`src/rtl/qk_inst_sequencer.sv`:
```
`default_nettype none
// ============================================================================
// Module      : qk_inst_sequencer
// Description : Autonomous instruction sequencer for the Q.K attention core.
//               Runs the phase order K load -> settle -> Q execute -> settle
//               -> ofifo->pmem drain -> pmem readback, emitting one packed
//               instruction word per cycle. While idle it forwards the host
//               instruction so the host can still drive the core directly.
// Ports       : clk, reset (async, active high)
//               start, abort             - sequence control
//               num_q, num_k             - counts, latched and clamped at start
//               skip_load, skip_read     - phase bypass, latched at start
//               host_inst                - forwarded to inst while idle
//               inst                     - {ofifo_rd, qkmem_add, pmem_add,
//                                           execute, load, qmem_rd, qmem_wr,
//                                           kmem_rd, kmem_wr, pmem_rd, pmem_wr}
//               busy, done               - status
// Revision    : 1.0 - initial release
// ============================================================================
module qk_inst_sequencer #(
   parameter int aw  = 4,
   parameter int col = 8,
   parameter int gap = 10,
   parameter int iw  = 2*aw+9
) (
   input  logic                 clk,
   input  logic                 reset,
   input  logic                 start,
   input  logic                 abort,
   input  logic [aw:0]          num_q,
   input  logic [$clog2(col):0] num_k,
   input  logic                 skip_load,
   input  logic                 skip_read,
   input  logic [iw-1:0]        host_inst,
   output logic [iw-1:0]        inst,
   output logic                 busy,
   output logic                 done
);

   localparam int c_kw      = $clog2(col) + 1;
   localparam int c_qw      = aw + 1;
   // The phase counter must hold the longest phase: LOAD, a GAP or a Q phase.
   localparam int c_len_a   = ((col + 2) > (1 << aw)) ? (col + 2) : (1 << aw);
   localparam int c_len_max = (gap > c_len_a) ? gap : c_len_a;
   localparam int c_cw      = $clog2(c_len_max + 1);

   localparam logic [c_kw-1:0] c_k_max    = c_kw'(col);
   localparam logic [c_qw-1:0] c_q_max    = c_qw'(1 << aw);
   localparam logic [c_cw-1:0] c_gap_len  = c_cw'(gap);
   localparam logic [c_cw-1:0] c_cnt_one  = c_cw'(1);
   localparam logic [aw-1:0]   c_addr_one = aw'(1);
   localparam logic            c_gap_on   = (gap != 0);

   // Instruction field positions
   localparam int c_b_pmem_wr = 0;
   localparam int c_b_pmem_rd = 1;
   localparam int c_b_kmem_rd = 3;
   localparam int c_b_qmem_rd = 5;
   localparam int c_b_load    = 6;
   localparam int c_b_execute = 7;
   localparam int c_b_pmem_a  = 8;
   localparam int c_b_qk_a    = 8 + aw;
   localparam int c_b_ofifo   = 8 + 2*aw;

   // Phase states are numbered in execution order; c_start is the single
   // busy cycle of a sequence whose phases are all skipped.
   localparam logic [3:0] c_idle  = 4'd0;
   localparam logic [3:0] c_load  = 4'd1;
   localparam logic [3:0] c_gap1  = 4'd2;
   localparam logic [3:0] c_exec  = 4'd3;
   localparam logic [3:0] c_gap2  = 4'd4;
   localparam logic [3:0] c_drain = 4'd5;
   localparam logic [3:0] c_tail  = 4'd6;
   localparam logic [3:0] c_read  = 4'd7;
   localparam logic [3:0] c_done  = 4'd8;
   localparam logic [3:0] c_start = 4'd9;

   logic [3:0]      r_state;
   logic [c_cw-1:0] r_cnt;
   logic [iw-1:0]   r_seq;
   logic [c_qw-1:0] r_num_q;
   logic [c_kw-1:0] r_num_k;
   logic            r_skip_load;
   logic            r_skip_read;

   logic            w_start;
   logic [c_qw-1:0] w_num_q_cl;
   logic [c_kw-1:0] w_num_k_cl;
   logic [c_qw-1:0] w_num_q;
   logic [c_kw-1:0] w_num_k;
   logic            w_skip_load;
   logic            w_skip_read;
   logic [7:1]      w_en;
   logic [c_cw-1:0] w_len;
   logic [3:0]      w_nstate;
   logic [c_cw-1:0] w_ncnt;
   logic [iw-1:0]   w_word;

   // First enabled phase strictly after state s; c_done when none remain.
   function automatic logic [3:0] f_next(input logic [3:0] s, input logic [7:1] en);
      logic [3:0] nxt;
      nxt = c_done;
      if (s < c_read  && en[7]) nxt = c_read;
      if (s < c_tail  && en[6]) nxt = c_tail;
      if (s < c_drain && en[5]) nxt = c_drain;
      if (s < c_gap2  && en[4]) nxt = c_gap2;
      if (s < c_exec  && en[3]) nxt = c_exec;
      if (s < c_gap1  && en[2]) nxt = c_gap1;
      if (s < c_load  && en[1]) nxt = c_load;
      return nxt;
   endfunction

   assign w_start    = (r_state == c_idle) && start && !abort;
   assign w_num_k_cl = (num_k > c_k_max) ? c_k_max : num_k;
   assign w_num_q_cl = (num_q > c_q_max) ? c_q_max : num_q;

   // On the start cycle the fresh inputs decide the first phase; afterwards
   // only the latched copies matter.
   assign w_num_k     = w_start ? w_num_k_cl : r_num_k;
   assign w_num_q     = w_start ? w_num_q_cl : r_num_q;
   assign w_skip_load = w_start ? skip_load  : r_skip_load;
   assign w_skip_read = w_start ? skip_read  : r_skip_read;

   assign w_en[1] = !w_skip_load && (w_num_k != '0);
   assign w_en[2] = w_en[1] && c_gap_on;
   assign w_en[3] = (w_num_q != '0);
   assign w_en[4] = w_en[3] && c_gap_on;
   assign w_en[5] = w_en[3];
   assign w_en[6] = w_en[3] && !w_skip_read;
   assign w_en[7] = w_en[6];

   always_comb begin
      w_len = c_cnt_one;
      case (r_state)
         c_load:                   w_len = c_cw'(r_num_k) + c_cw'(2);
         c_gap1, c_gap2:           w_len = c_gap_len;
         c_exec, c_drain, c_read:  w_len = c_cw'(r_num_q);
         default:                  w_len = c_cnt_one;
      endcase
   end

   always_comb begin
      w_nstate = r_state;
      w_ncnt   = r_cnt;
      case (r_state)
         c_idle: begin
            if (w_start) begin
               w_nstate = f_next(c_idle, w_en);
               if (w_nstate == c_done) w_nstate = c_start;
               w_ncnt = '0;
            end
         end
         c_start: w_nstate = c_done;
         c_done:  w_nstate = c_idle;
         default: begin
            if (r_cnt == w_len - c_cnt_one) begin
               w_nstate = f_next(r_state, w_en);
               w_ncnt   = '0;
            end else begin
               w_ncnt = r_cnt + c_cnt_one;
            end
         end
      endcase
      if (abort) begin
         w_nstate = c_idle;
         w_ncnt   = '0;
      end
   end

   // The word for the upcoming cycle is built from the next state/count so
   // that it is already registered when that cycle begins.
   always_comb begin
      w_word = '0;
      case (w_nstate)
         c_load: begin
            w_word[c_b_load] = 1'b1;
            if ((w_ncnt != '0) && (w_ncnt <= c_cw'(w_num_k))) begin
               w_word[c_b_kmem_rd]       = 1'b1;
               w_word[c_b_qk_a +: aw]    = w_ncnt[aw-1:0] - c_addr_one;
            end
         end
         c_exec: begin
            w_word[c_b_execute]       = 1'b1;
            w_word[c_b_qmem_rd]       = 1'b1;
            w_word[c_b_qk_a +: aw]    = w_ncnt[aw-1:0];
         end
         c_drain: begin
            w_word[c_b_ofifo]         = 1'b1;
            w_word[c_b_pmem_wr]       = 1'b1;
            w_word[c_b_pmem_a +: aw]  = w_ncnt[aw-1:0];
         end
         c_read: begin
            w_word[c_b_pmem_rd]       = 1'b1;
            w_word[c_b_pmem_a +: aw]  = w_ncnt[aw-1:0];
         end
         default: w_word = '0;
      endcase
   end

   always_ff @(posedge clk or posedge reset) begin
      if (reset) begin
         r_state     <= c_idle;
         r_cnt       <= '0;
         r_seq       <= '0;
         r_num_q     <= '0;
         r_num_k     <= '0;
         r_skip_load <= 1'b0;
         r_skip_read <= 1'b0;
      end else begin
         r_state <= w_nstate;
         r_cnt   <= w_ncnt;
         r_seq   <= w_word;
         if (w_start) begin
            r_num_q     <= w_num_q_cl;
            r_num_k     <= w_num_k_cl;
            r_skip_load <= skip_load;
            r_skip_read <= skip_read;
         end
      end
   end

   assign busy = (r_state != c_idle) && (r_state != c_done);
   assign done = (r_state == c_done);
   assign inst = busy ? r_seq : host_inst;

endmodule
`default_nettype wire

```
`config.mk`:
```
export PLATFORM = sky130hd
export DESIGN_NAME = qk_inst_sequencer
export DESIGN_NICKNAME = d
export VERILOG_FILES = /design/src/rtl/qk_inst_sequencer.sv
export SDC_FILE = /design/constraint.sdc
export NUM_CORES = 1
export LEC_CHECK = 0
export CAP_MARGIN = 25
export CORE_MARGIN = 10
export CORE_UTILIZATION = 55
export CTS_CLUSTER_DIAMETER = 30
export DETAILED_ROUTE_END_ITERATION = 12
export PLACE_DENSITY = 0.85
export SYNTH_ARGS = -nofsm -noshare
export SYNTH_HDL_FRONTEND = slang
export SYNTH_SLANG_ARGS = --single-unit
```
`constraint.sdc`:
```
create_clock -name clk -period 12.37 [get_ports clk]
set_input_delay 1.8555 -clock clk [delete_from_list [all_inputs] [get_ports clk]]
set_output_delay 1.8555 -clock clk [all_outputs]
set_load 0.01 [all_outputs]
```
; ---- Yosys cells after proc, flatten, opt, wreduce, memory -nomap -nowiden
; Index checks and enable logic that the tools add are counted.
[totals]
regBits = 35
inputBits = 32
output_inout_bits = 19
word_cells = 99
[classes]
add_sub_neg = 4
order_cmp = 10
n_eq_ne = 15
muxes = 38
reduce_logical = 25
[op_table]
columns = cell, n
row1 = 4-bit two-way mux, 20
row2 = 5-bit two-way mux, 5
row3 = "4-bit by 3-bit == test with 1-bit output, second input constant", 5
row4 = 17-bit two-way mux, 1
row5 = "4-bit by 3-bit less-than comparator with 1-bit output, second input constant", 4
row6 = 5-bit case mux with 3 select lines, 1
row7 = 1-bit logical AND, 13
row8 = "4-bit by 2-bit == test with 1-bit output, second input constant", 3
row9 = "4-bit == test, second input constant", 3
row10 = 4-bit case mux with 3 select lines, 1
row11 = 5-bit case mux with 2 select lines, 1
row12 = 5-bit nonzero test, 2
row13 = "4-bit by 1-bit == test with 1-bit output, second input constant", 2
row14 = "4-bit by 2-bit less-than comparator with 1-bit output, second input constant", 2
row15 = 1-bit two-way mux, 8
row16 = 4-bit case mux with 2 select lines, 1
row17 = 4-bit nonzero test, 2
row18 = 2-bit OR reduction, 3
row19 = "4-bit by 2-bit adder with 5-bit output, second input constant", 1
row20 = "5-bit by 1-bit adder with 5-bit output, second input constant", 1
row21 = 5-bit == test, 1
row22 = "5-bit greater-than comparator, second input constant", 1
row23 = 5-bit by 4-bit <= comparator with 1-bit output, 1
row24 = "5-bit by 1-bit subtractor with 5-bit output, second input constant", 1
row25 = other kinds (7), 9

; ---- Depth between registers and ports, before layout
; Gate-level depths: netlist of the first run.
[logic_depth]
word_depth = 20
ltp_mapped = 22
ltp_nobuf = 20

; ---- Worst setup path before layout of the first run
; No wires, ideal clock.
[synth_path]
kind = input to register
from = input abort
to = register r_seq[15]
t_arrival_ps = 4576
slack_ps = 7712
cell_stages = 15
n_path_buf = 0
cell_sequence = or4b_1 > nor2_1 > nor2_1 > and3_1 > a31oi_2 > ha_1 > nor2b_1 > o21ai_0 > nand2b_1 > a21oi_1 > a41o_1 > o21ai_0 > a21oi_1 > o211ai_1 > a31oi_1
[synth_via]
elab_chain_cells = 18
[synth_rtl]
columns = element, line_no
row1 = start: declaration, 29  ; input logic abort,
row2 = 1-bit logical NOT, 113  ; assign w_start = (r_state == c_idle) && start && !abort;
row3 = 1-bit logical AND, 113
row4 = 5-bit two-way mux / 1-bit two-way mux (equally long branches), n/a
row5 = 5-bit nonzero test / 1-bit logical NOT (equally long branches), "126, 129"
row6 = 1-bit logical AND, 129  ; assign w_en[6] = w_en[3] && !w_skip_read;
row7 = 1-bit logical AND, 103  ; if (s < c_read && en[7]) nxt = c_read;
row8 = 4-bit two-way mux, 103
row9 = 4-bit two-way mux, 104  ; if (s < c_tail && en[6]) nxt = c_tail;
row10 = (+3 left out), n/a
row11 = 4-bit two-way mux, 108  ; if (s < c_gap1 && en[2]) nxt = c_gap1;
row12 = 4-bit two-way mux, 109  ; if (s < c_load && en[1]) nxt = c_load;
row13 = 4-bit two-way mux, 156  ; if (r_cnt == w_len - c_cnt_one) begin
row14 = 4-bit case mux with 3 select lines, 145  ; case (r_state)
row15 = 4-bit two-way mux, 164  ; if (abort) begin
row16 = 4-bit by 2-bit == test with 1-bit output / 4-bit by 1-bit == test with 1-bit output (equally long branches), 174  ; case (w_nstate)
row17 = 4-bit case mux with 2 select lines (*), 174
row18 = named net w_word[15], 97  ; logic [iw-1:0] w_word;
row19 = end signal: assignment, 212  ; r_seq <= w_word;
row20 = end: declaration, 80  ; logic [iw-1:0] r_seq;
; Mark *: on every way through the listed nets, which the timed path passes. The rest lies on a longest branch. The select of a mux whose other input is x is not followed.

; ---- Final worst setup path of the first run
; Same ends and word-level chain as after synthesis.

==> impl_table.tex, run 1 <==
\begin{tabular}{lr}
\hline
Metric & Value \\
\hline
\multicolumn{2}{l}{\textbf{Outcome}} \\
Run status & finished clean \\
\multicolumn{2}{l}{\textbf{Timing}} \\
Final-report max-slew violation count & 0 \\
Max-slew headroom at the worst pin & 48.7\% \\
Unrepaired setup endpoints after global routing & false \\
Actual transition at the worst max-transition pin & 757 ps \\
Final min period & 5460 ps \\
Fmax & 183 MHz \\
Finish-stage setup viols & 0 \\
Clock Skews & 4.24 ps \\
Post-route clock period utilization & 44.1\% \\
Number of endpoints with negative hold slack in the final report & 0 \\
Setup\_tns & 0 ps \\
\multicolumn{2}{l}{\textbf{GRT}} \\
Antenna violations before repair & 0 \\
GRT Max-Usage Layer & met2 \\
Total congestion overflow after global routing & 0 \\
Met1 demand-to-capacity share in global routing & 23.0\% \\
Vias in the first global route & 2373 \\
Overall fraction of global-route tracks in use & 18.2\% \\
Global-route wire length before repair & 11300 µm \\
GR met3 Demand/Resource & 5.16\% \\
Maximum number of pins on one net before global-route repair & 34 \\
Met2 usage in global routing & 28.8\% \\
\multicolumn{2}{l}{\textbf{Clock network}} \\
Maximum level of the CTS H-tree & 2 \\
Skew-Pair Late Insertion Delay & 280 ps \\
Clock Sink Count & 33 \\
Count of buffers added by post-CTS timing repair for setup & 0 \\
Max Buffers Root-to-Sink & 2 \\
Register clock-pin slew on the reported worst setup and hold paths & 70 ps \\
Clk Tree Root Cell & sky130\_fd\_sc\_hd\_\_clkbuf\_8 \\
Number of gates resized after CTS & 0 \\
Post-cts hold buffer count & 0 \\
Clock buffers created by TritonCTS & 5 \\
Clock tree from TritonCTS & done \\
\multicolumn{2}{l}{\textbf{Synthesis}} \\
Cell types occupying the most area after synthesis & sky130\_fd\_sc\_hd\_\_dfrtp\_1 (34\%), sky130\_fd\_sc\_hd\_\_nand2\_1 (11\%), sky130\_fd\_sc\_hd\_\_ha\_1 (4.1\%) \\
Synthesized net count & 341 \\
Number of warnings printed during yosys synthesis & 0 \\
Netlist Area Pre-Place & 2450 µm² \\
Async set-reset flop share out of synthesis & 100\% \\
Sequential area share after synthesis & 33.8\% \\
Flip-flop and latch count after synthesis & 33 \\
Leading area contributor after synthesis & sky130\_fd\_sc\_hd\_\_dfrtp\_1 \\
Synthesized instance count & 301 \\
Syn avg cell area & 8.13 µm² \\
Number of distinct standard cells referenced by the synthesized netlist & 65 \\
EDFF count, synth & 0 \\
Post-synth top flop & sky130\_fd\_sc\_hd\_\_dfrtp\_1 \\
Fraction of post-synthesis cell area in the top cell type by area & 33.8\% \\
\multicolumn{2}{l}{\textbf{Critical path}} \\
Capturing element type of the critical path & flop \\
Endpoint of the worst setup timing path & r\_seq[15] \\
Sort of element at the start of the critical path & input port \\
Cells on worst reg2reg path & 20 \\
Reg-to-reg startpoint & r\_state[1] \\
Timing startpoint of the critical path & abort \\
Flop-to-flop setup slack & 7340 ps \\
Critical path class & in -> reg \\
Worst EP arrival & 5660 ps \\
Capture point of the worst reg-to-reg path & r\_seq[15] \\
Worst-path maximum fanout & 8 \\
Required time at the endpoint of the critical path & 12570 ps \\
\multicolumn{2}{l}{\textbf{Finish}} \\
Most frequent standard cell in the layout excluding fill and tap cells & sky130\_fd\_sc\_hd\_\_nand2\_1 \\
Diodes inserted & 0 \\
Multi-input gate area in the final layout & 1500 µm² \\
Synthesis-to-finish area growth & 25.2\% \\
Core utilization of the finished layout & 70.8\% \\
Leading cell types in the layout, fill and taps excluded & sky130\_fd\_sc\_hd\_\_nand2\_1 (72), sky130\_fd\_sc\_hd\_\_clkdlybuf4s50\_1 (50), sky130\_fd\_sc\_hd\_\_dfrtp\_1 (33) \\
Sequential Area & 826 µm² \\
Fill cell instance count of the final layout & 355 \\
Proportion of layout cells with a drive suffix above 1 & 9.74\% \\
\# nets final & 389 \\
\multicolumn{2}{l}{\textbf{Die}} \\
Boundary Pins & 51 \\
Die area & 7520 µm² \\
Area of the core & 4320 µm² \\
Starting density of the core & 56.6\% \\
Height of the die & 86.7 µm \\
Die width & 86.7 µm \\
\# rows & 24 \\
\multicolumn{2}{l}{\textbf{Placement}} \\
RePlAce Congestion & 0.890 \\
Number of buffers added on ports & 50 \\
DP HPWL & 5180 µm \\
\multicolumn{2}{l}{\textbf{Flow run}} \\
Max-Cap Viols & 0 \\
\multicolumn{2}{l}{\textbf{Min path}} \\
Type of the tightest min-delay check & reg -> reg \\
Start point of the worst min-delay path & r\_skip\_load \\
\multicolumn{2}{l}{\textbf{Routing}} \\
Count of unresolved DRC violations after routing & 0 \\
Final wirelength & 6730 µm \\
Wire per inst & 16.8 µm \\
Vias after detailed routing & 2406 \\
Length of the first detailed-routing pass in iterations & 5 \\
DRC violation total after the first TritonRoute iteration & 347 \\
Number of nets with antenna violations after detailed routing & 0 \\
Routed vias/inst & 6.00 \\
\multicolumn{2}{l}{\textbf{Power and ir drop}} \\
Power per cell area & 228 nW/µm² \\
Static leakage power & 1.39 nW \\
Peak supply drop & 0.137 mV \\
\hline
\end{tabular}
[layer usage]
layer,part of all wire [%],vias to the layer above
met5,0,-
met4,0.98,0
met3,9.8,8
met2,47,133
met1,42,1115
li1,-,1150
[worst min-delay path by stage]
stage,end,depth (start not counted)
2_1_floorplan,r_skip_load,2
3_3_place_gp,r_skip_load,2
3_5_place_dp,r_skip_load,2
4_1_cts,r_skip_load,2
5_1_grt,r_skip_load,2
6_report,r_skip_load,2
[synth_stat cells (3+ instances only)]
master	number
sky130_fd_sc_hd__and3_1	5
sky130_fd_sc_hd__nand2_1	72
sky130_fd_sc_hd__nand3_1	6
sky130_fd_sc_hd__o21ai_1	4
sky130_fd_sc_hd__o21a_1	3
sky130_fd_sc_hd__nand2b_1	11
sky130_fd_sc_hd__inv_1	15
sky130_fd_sc_hd__buf_2	4
sky130_fd_sc_hd__a211oi_1	3
sky130_fd_sc_hd__ha_1	8
sky130_fd_sc_hd__clkbuf_1	6
sky130_fd_sc_hd__nor4_1	4
sky130_fd_sc_hd__nor2_1	22
sky130_fd_sc_hd__dfrtp_1	33
sky130_fd_sc_hd__nor2b_1	3
sky130_fd_sc_hd__a2111oi_2	3
sky130_fd_sc_hd__nor3_1	4
sky130_fd_sc_hd__nand3b_1	4
sky130_fd_sc_hd__o21ai_0	11
sky130_fd_sc_hd__xor2_1	4
sky130_fd_sc_hd__xnor2_1	3
sky130_fd_sc_hd__a21oi_1	14
[logic make-up after synthesis]
family	Yosys count	share of synthesized area, %
AOI/OAI and AO/OA	62	18.8
xor gates and xnor gates	9	4.09
adders and majority gates	8	4.09
buffers and inverters	29	5.12
DFF	33	33.8
muxes	2	0.818
and+or+nand+nor	158	33.3
[final cells by class]
type	count	area share, %
repair buffers	53	17.1
multi-input cells	239	48.8
flip-flops and latches	33	27.0
clock inverters	1	0.245
inverters	17	2.08
clock buffers	6	2.70
well taps	52	2.12
[state kept, by name, summed over array words and instances, names as in the netlist]
signal       flops
r_seq           13
r_cnt            5
r_num_q          5
r_num_k          4
r_state          4
r_skip_load      1
r_skip_read      1
[power by group]
group	internal [mW]	switching (mW)	total, mW
logic	0.183	0.257	0.440
registers	0.133	0.0428	0.175
clock network	0.0439	0.0373	0.0812
total	0.360	0.337	0.697
[critical path: stages]
cell and delay [ps]:
sky130_fd_sc_hd__clkdlybuf4s50_1 500, sky130_fd_sc_hd__or4b_1 550, sky130_fd_sc_hd__nor2_1 410, sky130_fd_sc_hd__nor2_1 240, sky130_fd_sc_hd__and3_1 230, sky130_fd_sc_hd__a31oi_2 270
sky130_fd_sc_hd__ha_1 220, sky130_fd_sc_hd__nor2b_1 40, sky130_fd_sc_hd__o21ai_0 140, sky130_fd_sc_hd__nand2b_1 70, sky130_fd_sc_hd__a21oi_1 150, sky130_fd_sc_hd__a41o_1 120
sky130_fd_sc_hd__o21ai_0 110, sky130_fd_sc_hd__a21oi_1 380, sky130_fd_sc_hd__o211ai_1 170, sky130_fd_sc_hd__a31oi_1 180
[metrics by stage]
stage | hold WS (ps) | setup WS, ps | power, mW | std cells | area, µm²
2_1_floorplan | 447 | 7710 | 0.472 | 301 | 2450
3_3_place_gp | 478 | 6900 | 0.595 | 394 | 2970
3_5_place_dp | 496 | 6780 | 0.607 | 394 | 2970
4_1_cts | 511 | 6970 | 0.691 | 401 | 3060
5_1_grt | 547 | 6470 | 0.751 | 401 | 3060
6_report | 520 | 6910 | 0.697 | 401 | 3060
(Power assumes the default switching activity.)
==> run 2: changes to the inputs <==
--- a/config.mk
+++ b/config.mk
@@ -7,10 +7,10 @@
 export LEC_CHECK = 0
 export CAP_MARGIN = 25
 export CORE_MARGIN = 10
-export CORE_UTILIZATION = 55
+export CORE_UTILIZATION = 47
 export CTS_CLUSTER_DIAMETER = 30
 export DETAILED_ROUTE_END_ITERATION = 12
-export PLACE_DENSITY = 0.85
+export PLACE_DENSITY = 0.77
 export SYNTH_ARGS = -nofsm -noshare
 export SYNTH_HDL_FRONTEND = slang
 export SYNTH_SLANG_ARGS = --single-unit
==> constraint.sdc (replaced) <==
create_clock -name clk -period 4.45 [get_ports clk]
set_input_delay 0.6675 -clock clk [delete_from_list [all_inputs] [get_ports clk]]
set_output_delay 0.6675 -clock clk [all_outputs]
set_load 0.01 [all_outputs]
==> run 2 against run 1 <==
Compared with the run above: wire length increased by 3.3%; register-to-register slack got worse by 7100 ps; combinational power increased to 3.1 times the previous value; hold slack got worse by 32 ps; setup slack got worse by 6700 ps; sequential share of layout area decreased by 1.2 points; non-clock buffer count increased by 14; critical path depth increased by 5; final area increased by 4.9%; cell count increased by 8.2%; sequential power increased to 2.6 times the previous value; critical path type is now reg -> reg; critical endpoint is now r_seq[14]; largest power group unchanged; highest routed layer unchanged.
==> impl_table.tex, run 2 (synthesized netlist as in run 1, its figures left out) <==
\begin{tabular}{lr}
\hline
Metric & Value \\
\hline
\multicolumn{2}{l}{\textbf{Outcome}} \\
Run status & finished clean (unchanged) \\
\multicolumn{2}{l}{\textbf{Power and ir drop}} \\
Final Power & 2.04 mW (was 697 µW) \\
P\_int & 1.06 mW (was 360 µW) \\
Peak supply drop & 0.346 mV (was 0.137 mV) \\
Clock group share of total power & 10.9\% (was 11.6\%) \\
Sequential fraction of design power & 22.5\% (was 25.2\%) \\
Static leakage power & 1.46 nW (was 1.39 nW) \\
Part of the power in combinational logic & 66.7\% (was 63.2\%) \\
Sw power & 988 µW (was 337 µW) \\
Power per cell area & 636 nW/µm² (was 228 nW/µm²) \\
Switching Fraction & 48.3\% (was 48.4\%) \\
\multicolumn{2}{l}{\textbf{Die}} \\
Area of the core & 5070 µm² (was 4320 µm²) \\
Starting density of the core & 48.2\% (was 56.6\%) \\
Boundary Pins & 51 (unchanged) \\
Die area & 8490 µm² (was 7520 µm²) \\
\# rows & 26 (was 24) \\
Die width & 92.1 µm (was 86.7 µm) \\
Height of the die & 92.1 µm (was 86.7 µm) \\
\multicolumn{2}{l}{\textbf{Finish}} \\
Post-Layout Cell Count & 434 (was 401) \\
Synthesis-to-finish area growth & 31.3\% (was 25.2\%) \\
Register with the most flip-flops & r\_seq (unchanged) \\
Number of flip-flops in the largest register & 13 (unchanged) \\
Fill cell instance count of the final layout & 455 (was 355) \\
Biggest registers after layout & r\_seq (13), r\_cnt (5), r\_num\_q (5) (unchanged) \\
Most frequent standard cell in the layout excluding fill and tap cells & sky130\_fd\_sc\_hd\_\_nand2\_1 (unchanged) \\
Leading cell types in the layout, fill and taps excluded & sky130\_fd\_sc\_hd\_\_nand2\_1 (72), sky130\_fd\_sc\_hd\_\_clkdlybuf4s50\_1 (50), sky130\_fd\_sc\_hd\_\_dfrtp\_1 (32) (was sky130\_fd\_sc\_hd\_\_nand2\_1 (72), sky130\_fd\_sc\_hd\_\_clkdlybuf4s50\_1 (50), sky130\_fd\_sc\_hd\_\_dfrtp\_1 (33)) \\
Diodes inserted & 0 (unchanged) \\
\# nets final & 403 (was 389) \\
Proportion of layout cells with a drive suffix above 1 & 14.8\% (was 9.74\%) \\
\multicolumn{2}{l}{\textbf{Clock network}} \\
Register clock-pin slew on the reported worst setup and hold paths & 70 ps (about the same) \\
Max Buffers Root-to-Sink & 2 (unchanged) \\
Clk Tree Root Cell & sky130\_fd\_sc\_hd\_\_clkbuf\_8 (unchanged) \\
Post-cts hold buffer count & 0 (unchanged) \\
Clock buffers created by TritonCTS & 5 (unchanged) \\
Clock Sink Count & 33 (unchanged) \\
Skew-Pair Late Insertion Delay & 300 ps (was 280 ps) \\
Clock tree from TritonCTS & done (unchanged) \\
Maximum level of the CTS H-tree & 2 (unchanged) \\
\multicolumn{2}{l}{\textbf{Routing}} \\
Vias after detailed routing & 2410 (was 2406) \\
Routed vias/inst & 5.55 (was 6.00) \\
Count of unresolved DRC violations after routing & 0 (unchanged) \\
Number of nets with antenna violations after detailed routing & 0 (unchanged) \\
Length of the first detailed-routing pass in iterations & 4 (was 5) \\
Final wirelength & 6950 µm (was 6730 µm) \\
DRC violation total after the first TritonRoute iteration & 207 (was 347) \\
Wire per inst & 16.0 µm (was 16.8 µm) \\
\multicolumn{2}{l}{\textbf{Critical path}} \\
Cells on worst reg2reg path & 21 (was 20) \\
Longest individual stage delay on the worst path & 400 ps (was 550 ps) \\
Sort of element at the start of the critical path & flop (was input port) \\
Crit-path cells & buf\_4 > and2b\_1 > o21ai\_2 > nand3\_1 > ha\_1 > xor2\_1 > xnor2\_1 > nand3\_2 > nor4bb\_4 > o31ai\_1 > and2\_1 > ha\_1 > nor2b\_1 > o21ai\_0 > nand2b\_1 > a21oi\_1 > a41o\_1 > o21ai\_0 > a21oi\_2 > nand4\_1 > a21oi\_1 (was clkdlybuf4s50\_1 > or4b\_1 > nor2\_1 > nor2\_1 > and3\_1 > a31oi\_2 > ha\_1 > nor2b\_1 > o21ai\_0 > nand2b\_1 > a21oi\_1 > a41o\_1 > o21ai\_0 > a21oi\_1 > o211ai\_1 > a31oi\_1) \\
Flop-to-flop setup slack & 260 ps (was 7340 ps) \\
Critical path class & reg -> reg (was in -> reg) \\
Endpoint of the worst setup timing path & r\_seq[14] (was r\_seq[15]) \\
Worst-path maximum fanout & 6 (was 8) \\
Worst path slowest cell & sky130\_fd\_sc\_hd\_\_dfrtp\_1 (was sky130\_fd\_sc\_hd\_\_or4b\_1) \\
Capturing element type of the critical path & flop (unchanged) \\
Reg-to-reg startpoint & r\_state[1] (unchanged) \\
Worst EP arrival & 4400 ps (was 5660 ps) \\
Capture point of the worst reg-to-reg path & r\_seq[14] (was r\_seq[15]) \\
Timing startpoint of the critical path & r\_state[1] (was abort) \\
Required time at the endpoint of the critical path & 4650 ps (was 12570 ps) \\
\multicolumn{2}{l}{\textbf{GRT}} \\
Antenna violations before repair & 0 (unchanged) \\
Global-route wire length before repair & 12000 µm (was 11300 µm) \\
Vias in the first global route & 2398 (was 2373) \\
Overall fraction of global-route tracks in use & 17.0\% (was 18.2\%) \\
Maximum number of pins on one net before global-route repair & 34 (unchanged) \\
Total congestion overflow after global routing & 0 (unchanged) \\
\multicolumn{2}{l}{\textbf{Timing}} \\
Max-slew headroom at the worst pin & 40.7\% (was 48.7\%) \\
Final-report max-slew violation count & 0 (unchanged) \\
Fmax & 238 MHz \\
Finish-stage setup viols & 0 (unchanged) \\
Final min period & 4190 ps \\
Worst hold-check slack & 487 ps (was 520 ps) \\
Post-route clock period utilization & 94.3\% \\
Number of endpoints with negative hold slack in the final report & 0 (unchanged) \\
Actual transition at the worst max-transition pin & 875 ps (was 757 ps) \\
Clock Skews & 7.33 ps (was 4.24 ps) \\
\multicolumn{2}{l}{\textbf{Flow run}} \\
Max-Cap Viols & 0 (unchanged) \\
\multicolumn{2}{l}{\textbf{Min path}} \\
Type of the tightest min-delay check & reg -> reg (unchanged) \\
Start point of the worst min-delay path & r\_skip\_load (unchanged) \\
\multicolumn{2}{l}{\textbf{Placement}} \\
DP HPWL & 5400 µm (was 5180 µm) \\
Post-Place Cells & 425 (was 394) \\
Number of buffers added on ports & 50 (unchanged) \\
RePlAce Congestion & 0.937 (was 0.890) \\
\hline
\end{tabular}
run 2: what timing repair did:
action,CTS,global route
setup endpoints to repair,0,5
resized for setup,0,7
buffers inserted,0,1
run 2: metal layers:
| layer | global-route usage (%) | wire (µm) | up-vias |
|---|---|---|---|
| met3 | 3.59 | 463 | 15 |
| li1 | - | - | 1178 |
| met5 | 0 | 0 | - |
| met2 | 25.9 | 3160 | 96 |
| met4 | 6.43 | 162 | 0 |
| met1 | 22.9 | 3170 | 1121 |
run 2: worst min path at each step:
| stage | endpoint | slack (ps) | cells past startpoint |
|---|---|---|---|
| final | r_skip_load | 490 | 2 |
| after global routing | r_skip_load | 500 | 2 |
| after CTS | r_skip_load | 490 | 2 |
| after detailed placement | r_skip_load | 470 | 2 |
| after global placement | r_skip_load | 470 | 2 |
| after floorplan | r_skip_load | 450 | 2 |
run 2: power groups by stage:
stage	clock network, mW	logic (mW)	registers [mW]
after floorplan	0	0.889	0.423
after global placement	0	1.29	0.460
after detailed placement	0	1.30	0.461
after CTS	0.226	1.31	0.455
after global routing	0.239	1.49	0.469
final	0.222	1.36	0.459
run 2: layout make-up:
type / instances / area (µm²) / share of cell area, %
sequential: 33 / 827 / 25.7
tap: 70 / 87.6 / 2.73
inverter: 17 / 63.8 / 1.99
timing repair buffer: 67 / 626 / 19.5
clock buffer: 6 / 72.6 / 2.26
clock inverter: 2 / 10.0 / 0.312
multi-input combinational: 239 / 1530 / 47.5
run 2: per-stage QoR:
step | util, % | instance area [µm²] | TNS, ps | setup slack (ps)
after floorplan | - | 2450 | 0 | 323
after global placement | 60.9 | 3090 | 0 | 273
after detailed placement | 60.9 | 3090 | 0 | 126
after CTS | 62.6 | 3180 | 0 | 77.7
after global routing | 63.3 | 3210 | -86.8 | -26.6
final | 63.3 | 3210 | 0 | 256
run 2: worst max-delay path: cells and delay by family (launching register included):
kind	cells	cell delay, ps
xor+xnor	2	370
simple gates	8	1350
compound gates	8	1310
buf+inv	1	170
flops	1	400
fa+ha+maj	2	510
==> run 3: changes to the inputs <==
--- a/config.mk
+++ b/config.mk
@@ -5,6 +5,7 @@
 export SDC_FILE = /design/constraint.sdc
 export NUM_CORES = 1
 export LEC_CHECK = 0
+export ABC_CLOCK_PERIOD_IN_PS = 4450
 export CAP_MARGIN = 25
 export CORE_MARGIN = 10
 export CORE_UTILIZATION = 47
==> results of run 3 <==
Final layout, timing and power as in run 2 (identical DEF).
